$ cat config.mk
export PLATFORM = sky130hd
export DESIGN_NAME = mod_updown_counter
export DESIGN_NICKNAME = d
export VERILOG_FILES = /design/src/rtl/mod_updown_counter.sv
export SDC_FILE = /design/constraint.sdc
export NUM_CORES = 1
export LEC_CHECK = 0
export CAP_MARGIN = 30
export CORE_MARGIN = 1.5
export CORE_UTILIZATION = 49
export CTS_CLUSTER_SIZE = 28
export DETAILED_ROUTE_END_ITERATION = 8
export HOLD_SLACK_MARGIN = 0.1
export PLACE_DENSITY = 0.83
export SETUP_SLACK_MARGIN = 0.3
export SLEW_MARGIN = 0
export SYNTH_ARGS = -nofsm -noshare
export SYNTH_HDL_FRONTEND = slang
export SYNTH_SLANG_ARGS = --single-unit
$ cat constraint.sdc
create_clock -name clk -period 3 [get_ports clk]
set_input_delay 0.6 -clock clk [delete_from_list [all_inputs] [get_ports clk]]
set_output_delay 0.6 -clock clk [all_outputs]
set_load 0.01 [all_outputs]
$ cat src/rtl/mod_updown_counter.sv
// -----------------------------------------------------------------------------
// mod_updown_counter
//   Modulo-MODULUS up/down counter. It supports a parallel load with clamping,
//   and it can either wrap or saturate at the count limits. It also keeps a
//   running count of wraps.
//
// Parameters
//   WIDTH    : counter register width in bits
//   MODULUS  : count range 0..MODULUS-1 (2 <= MODULUS <= 2**WIDTH)
//
// Ports
//   clk      : single clock, all state changes on its rising edge
//   rst      : synchronous, active-high reset
//   en       : count enable
//   load     : parallel load strobe (takes priority over en)
//   d        : parallel load value (clamped to MODULUS-1)
//   up       : direction, 1 = increment, 0 = decrement
//   sat_mode : limit behaviour, 1 = saturate, 0 = wrap
//   q        : registered count value
//   tc       : registered one-cycle pulse after each wrap
//   at_limit : combinational, q sits at the limit for the current direction
//   wrap_cnt : registered number of wraps since reset (modulo 256)
// -----------------------------------------------------------------------------
module mod_updown_counter #(
  parameter int WIDTH   = 8,
  parameter int MODULUS = 200
) (
  input  logic             clk,
  input  logic             rst,
  input  logic             en,
  input  logic             load,
  input  logic [WIDTH-1:0] d,
  input  logic             up,
  input  logic             sat_mode,
  output logic [WIDTH-1:0] q,
  output logic             tc,
  output logic             at_limit,
  output logic [7:0]       wrap_cnt
);

  // MODULUS may equal 2**WIDTH, so a one-bit-wider copy is kept for the clamp
  // compare. The top count value does always fit in WIDTH bits.
  localparam logic [WIDTH:0]   MOD_EXT = (WIDTH+1)'(MODULUS);
  localparam logic [WIDTH-1:0] MAX_Q   = WIDTH'(MODULUS - 1);
  localparam logic [WIDTH-1:0] ZERO_Q  = {WIDTH{1'b0}};
  localparam logic [WIDTH-1:0] ONE_Q   = WIDTH'(1);

  logic [WIDTH-1:0] q_r;
  logic             tc_r;
  logic [7:0]       wrap_cnt_r;

  logic [WIDTH-1:0] q_nxt_s;
  logic             tc_nxt_s;
  logic [7:0]       wrap_cnt_nxt_s;

  // Out-of-range load values are clamped to the top of the count range.
  function automatic logic [WIDTH-1:0] clamp_load(input logic [WIDTH-1:0] v);
    logic [WIDTH-1:0] r;
    if ({1'b0, v} < MOD_EXT) begin
      r = v;
    end else begin
      r = MAX_Q;
    end
    return r;
  endfunction

  // Next-state selection: load beats enable, and no operation means hold.
  always_comb begin
    q_nxt_s        = q_r;
    tc_nxt_s       = 1'b0;
    wrap_cnt_nxt_s = wrap_cnt_r;
    case ({load, en})
      2'b10, 2'b11: begin
        q_nxt_s = clamp_load(d);
      end
      2'b01: begin
        if (up) begin
          // ">=" keeps any out-of-range state on the limit path.
          if (q_r >= MAX_Q) begin
            if (sat_mode) begin
              q_nxt_s = MAX_Q;
            end else begin
              q_nxt_s        = ZERO_Q;
              tc_nxt_s       = 1'b1;
              wrap_cnt_nxt_s = wrap_cnt_r + 8'd1;
            end
          end else begin
            q_nxt_s = q_r + ONE_Q;
          end
        end else begin
          if (q_r == ZERO_Q) begin
            if (sat_mode) begin
              q_nxt_s = ZERO_Q;
            end else begin
              q_nxt_s        = MAX_Q;
              tc_nxt_s       = 1'b1;
              wrap_cnt_nxt_s = wrap_cnt_r + 8'd1;
            end
          end else begin
            q_nxt_s = q_r - ONE_Q;
          end
        end
      end
      default: begin
        q_nxt_s = q_r;
      end
    endcase
  end

  // State registers with synchronous reset.
  always_ff @(posedge clk) begin
    if (rst) begin
      q_r        <= ZERO_Q;
      tc_r       <= 1'b0;
      wrap_cnt_r <= 8'd0;
    end else begin
      q_r        <= q_nxt_s;
      tc_r       <= tc_nxt_s;
      wrap_cnt_r <= wrap_cnt_nxt_s;
    end
  end

  assign q        = q_r;
  assign tc       = tc_r;
  assign wrap_cnt = wrap_cnt_r;
  assign at_limit = up ? (q_r == MAX_Q) : (q_r == ZERO_Q);

endmodule

# After elaboration in Yosys (flattened, before gate mapping)
# Cells that the tools add are included.
[totals]
reg_bits = 17
latch_bits = 0
mem_bits_rw = 0
mem_bits_ro = 0
in_bits = 14
out_inout_bits = 18
n_memories = 0
[op_classes]
add_sub_neg = 3
mul = 0
div_mod_pow = 0
order_cmp = 2
n_eq_ne = 5
shifts = 0
muxes = 16
bitwise_logic = 1
n_reduce_logical = 6
[op_table]
columns = ["cell", "count"]
rows = [
  ["$mux 8", 10],
  ["$add 8x1->8 const B", 2],
  ["$pmux 8 s2", 1],
  ["$eq 8x8->1 const B", 1],
  ["$ge 8x8->1 const B", 1],
  ["$logic_not 8->1", 1],
  ["$lt 8x8->1 const B", 1],
  ["$sub 8x1->8 const B", 1],
  ["$mux 1", 5],
  ["$eq 2x2->1 const B", 2],
  ["$reduce_bool 2->1", 2],
  ["$reduce_or 2->1", 2],
  ["$reduce_and 3->1", 1],
  ["$eq 2x1->1 const B", 1],
  ["$ne 2x1->1 const B", 1],
  ["$not 1->1", 1],
]

# Logic depth before layout (Yosys ltp)
[depth]
depth_word = 4
mapped_depth = 8
ltp_nobuf = 7

# Worst setup path before layout
# OpenSTA, ideal clock, no wires.
[synth_path]
path_type = "register to register"
start = "register q_r[0], in the netlist q[0]"
end = "register wrap_cnt_r[7], in the netlist wrap_cnt[7]"
setup_time_ns = 0.071
arrival_ns = 2.462
required_time_ns = 2.929
setup_slack_ns = 0.467
stages_incl_launch_ff = 9
n_path_buf = 1
path_cell_list = "dfxtp_1 > inv_1 > ha_1 > or4b_1 > o21a_4 > or3_1 > buf_2 > or4_1 > a21oi_1"
[synth_between]
elab_chain_cells = 3
word_cells_on_any_way = 5
[synth_rtl]
columns = ["item", "line", "rtl"]
rows = [
  ["start: declaration", "48", "logic [WIDTH-1:0] q_r;"],
  ["start signal: assignment", "117", "q_r <= q_nxt_s;"],
  ["$ge 8x8->1 or $logic_not 8->1 (tied branches)", "79, 91", ""],
  ["$ne 2x1->1 (no source line) or $reduce_bool 2->1 (tied branches)", "n/a", ""],
  ["$reduce_and 3->1 (no source line) *", "n/a", ""],
  ["end signal: assignment", "119", "wrap_cnt_r <= wrap_cnt_nxt_s;"],
  ["end: declaration", "50", "logic [7:0] wrap_cnt_r;"],
]
# Mark *: on every way between the ends. The rest lies on a longest branch, timed or not.
# A chain may end at the register's enable or synchronous reset.

# Worst setup path after layout
# Ends and elaborated chain as after synthesis.

==> results.tsv <==
stage	metric	value	unit
synth	cell count after synthesis	170	
placement	Placed Cells	226	
setup_path	CP startpoint kind	flop	
run_status	run status	complete, no violations	
cts	CTS tree	yes	
synth	syn nets	188	
die	die area	2980	sq um
global_route	largest net degree at the start of global routing	18	
power	Sequential Power Share	0.438	
layout	Synth-to-Final Area Change	30.7	%
layout	Fillers	222	
synth	register area share after synthesis	0.261	
die	I/O Pins	32	
sta	Max Transition Viols Final	0	
placement	Detailed Place HPWL	2.77	mm
drt	first-pass detailed-route iteration total	4	
sta	Slew @ Worst Pin	0.637	ns
sta	Clock Skew	0.00781	ns
synth	Adder-Cell Fraction of Synth Area	0.0383	
setup_path	Crit Path Max Fanout	8	
synth	post-synthesis mux area share	0.0239	
setup_path	Worst EP required	3.22	ns
synth	Simple-Gate Fraction of Synth Area	0.332	
placement	port bufs	31	
setup_path	Critical Path Source	q[0]	
cts	hold buffers post-CTS	0	
cts	CTS Buffer Depth	2	
synth	main combinational cell family by area after synthesis	simple AND/OR/NAND/NOR gates	
layout	Non-Filler Instances	230	
synth	Synth warnings	0	
global_route	first-pass GRT wire length	5.57	mm
placement	dpl ws	0.260	ns
cts	Clk pin slew, worst setup/hold paths	0.11	ns
power	Switch Pwr	0.000199	W
setup_path	Critical Setup Path Class	reg -> reg	
cts	Worst-Skew Late Latency	0.30	ns
setup_path	Register-to-Register Path Depth	7	
min_path	Min-Delay Path Class	reg -> reg	
synth	Post-synth EDFFs	0	
layout	post-layout util	0.683	
power	Comb power frac	0.341	
global_route	number of global-route vias before repair	1253	
die	Die Y-Extent	54.6	um
setup_path	Worst Setup End Kind	flop	
sta	Final Hold Viols	0	
die	Rows	18	
drt	DRC violation count after routing	0	
sta	f_max	380	MHz
setup_path	CP arrival	2.86	ns
die	Initial Utilization	0.523	
synth	Avg Inst Size Synth	7.68	sq um
drt	post-route ant nets	0	
power	pwr/cell area	341	nW/um^2
die	Die X	54.6	um
sta	final period utilization	0.878	
sta	setup ws final	0.367	ns
layout	ANT cells	0	
synth	share of synthesized registers carrying an async set or reset	0	
min_path	hold depth	2	
drt	post-DR wirelength/cell	16.2	um
synth	top cell type by total area after synthesis	dfxtp_1	
layout	layout cells sized above 1	0.110	
drt	drt initial violations	43	
sta	setup_tns	0	ns
setup_path	FF-to-FF Start	q[0]	
synth	compound-cell area share of the yosys netlist	0.216	
synth	Synth Register Bits	17	
power	Internal Pwr Total	0.000384	W
power	Final Total Pwr	0.000583	W
synth	Top FF cell, synth	dfxtp_1	
layout	most common cell after layout, fill and taps aside	clkdlybuf4s50_1	
power	Max VDD drop	0.000262	V
drt	final wirelength	3.72	mm
sta	RSZ-0062 raised after global routing	yes	
power	Lkg Pwr	0.647	nW
layout	nets@finish	219	
global_route	GRT Residual Overflow	0	
drt	Vias per Instance	6.15	
power	Clk pwr share	0.220	
synth	Cell Area, Synth	1310	sq um
cts	clk root buf	clkbuf_4	
synth	area share of xor/xnor cells in the synthesized design	0.0670	
layout	commonest non-fill, non-tap cells in the layout	clkdlybuf4s50_1, nor2_1, dfxtp_1	
synth	share of the synthesized area in the top cell type	0.261	
flow_run	maxcap violations	0	
drt	vias	1414	
sta	relative slew slack	0.574	
placement	gpl congestion	1.00	
cts	H-tree depth	1	
cts	clock sink count	17	
sta	post-layout min period	2.63	ns
sta	Final setup violation count	0	
synth	Yosys cell types	53	
synth	most area-consuming cells after synthesis	dfxtp_1, nor2_1, xnor2_1	
global_route	initial antenna violation count	0	
cts	TritonCTS Buffers	3	
min_path	worst hold start	wrap_cnt[7]	
global_route	total track usage	0.257	
power	Switching Share	0.341	
die	Core ar.	2500	sq um
## final cells by class
cell class	count	area, sq um	share of cell area
Tap cell	30	37.5	0.0220
Clock inverter	1	5.00	0.00293
Timing Repair Buffer	40	380	0.223
Multi-Input combinational cell	136	911	0.533
Clock buffer	3	22.5	0.0132
Sequential cell	17	340	0.199
Inverter	3	11.3	0.00659
## registers in the layout (all words and copies together) (netlist names)
name      flops
q             8
wrap_cnt      8
tc            1
## metal layers
layer,up-vias,global-route usage,share of wire
li1,693,-,-
met1,657,0.311,0.42
met2,56,0.448,0.51
met3,8,0.0410,0.052
met4,0,0.104,0.020
met5,-,0,0
## cell usage after synthesis (3+ instances only)
master     number
nor2_1         18
nor2b_1         3
xnor2_1         6
nand2b_1        4
a21oi_1         9
nor4_1          4
nand2_1        10
clkbuf_1        8
nor3_1         10
ha_1            4
xor2_1          4
o21ai_0         6
nand3_1        10
or4_1           5
a2111oi_0       3
dfxtp_1        17
## stage by stage
stage	cell area, sq um	hold WS, ns
after CTS	1690	0.499
after global routing	1710	0.534
after floorplan	1310	0.496
after global placement	1650	0.470
final	1710	0.501
after detailed placement	1650	0.481
## repair_timing
action	in CTS	in global routing
gates resized for setup	1	5
buffers inserted	0	0
endpoints found under the setup margin	1	3
## path summary, 6_finish.rpt
kind	to	slack [ns]
setup / recovery	wrap_cnt[7]	0.37
hold / removal	wrap_cnt[7]	0.50
setup reg to reg	wrap_cnt[7]	0.37
hold reg to reg	wrap_cnt[7]	0.50
## logic make-up (layout without fill, tap and decap cells)
group	count (synthesis)	in the layout
DFF	17	17
adders and majority gates	4	4
muxes	3	3
xor gates and xnor gates	10	10
and+or+nand+nor	80	80
buffers and inverters	17	47
AOI/OAI and AO/OA	39	39
## power groups by stage
stage	Combinational, W	Clock (W)	Sequential (W)
2_1_floorplan	0.000124	0	0.000253
3_3_place_gp	0.000182	0	0.000257
5_1_grt	0.000214	0.000137	0.000258
4_1_cts	0.000189	0.000129	0.000254
3_5_place_dp	0.000188	0	0.000258
6_report	0.000199	0.000129	0.000255
## worst max-delay path, stage by stage (launching register included)
cell	delay, ns
dfxtp_1	0.38
inv_1	0.14
ha_1	0.21
or4b_4	0.49
o21a_4	0.25
or3_4	0.43
or4_1	0.51
a21oi_1	0.15
(Power assumes the default switching activity.)
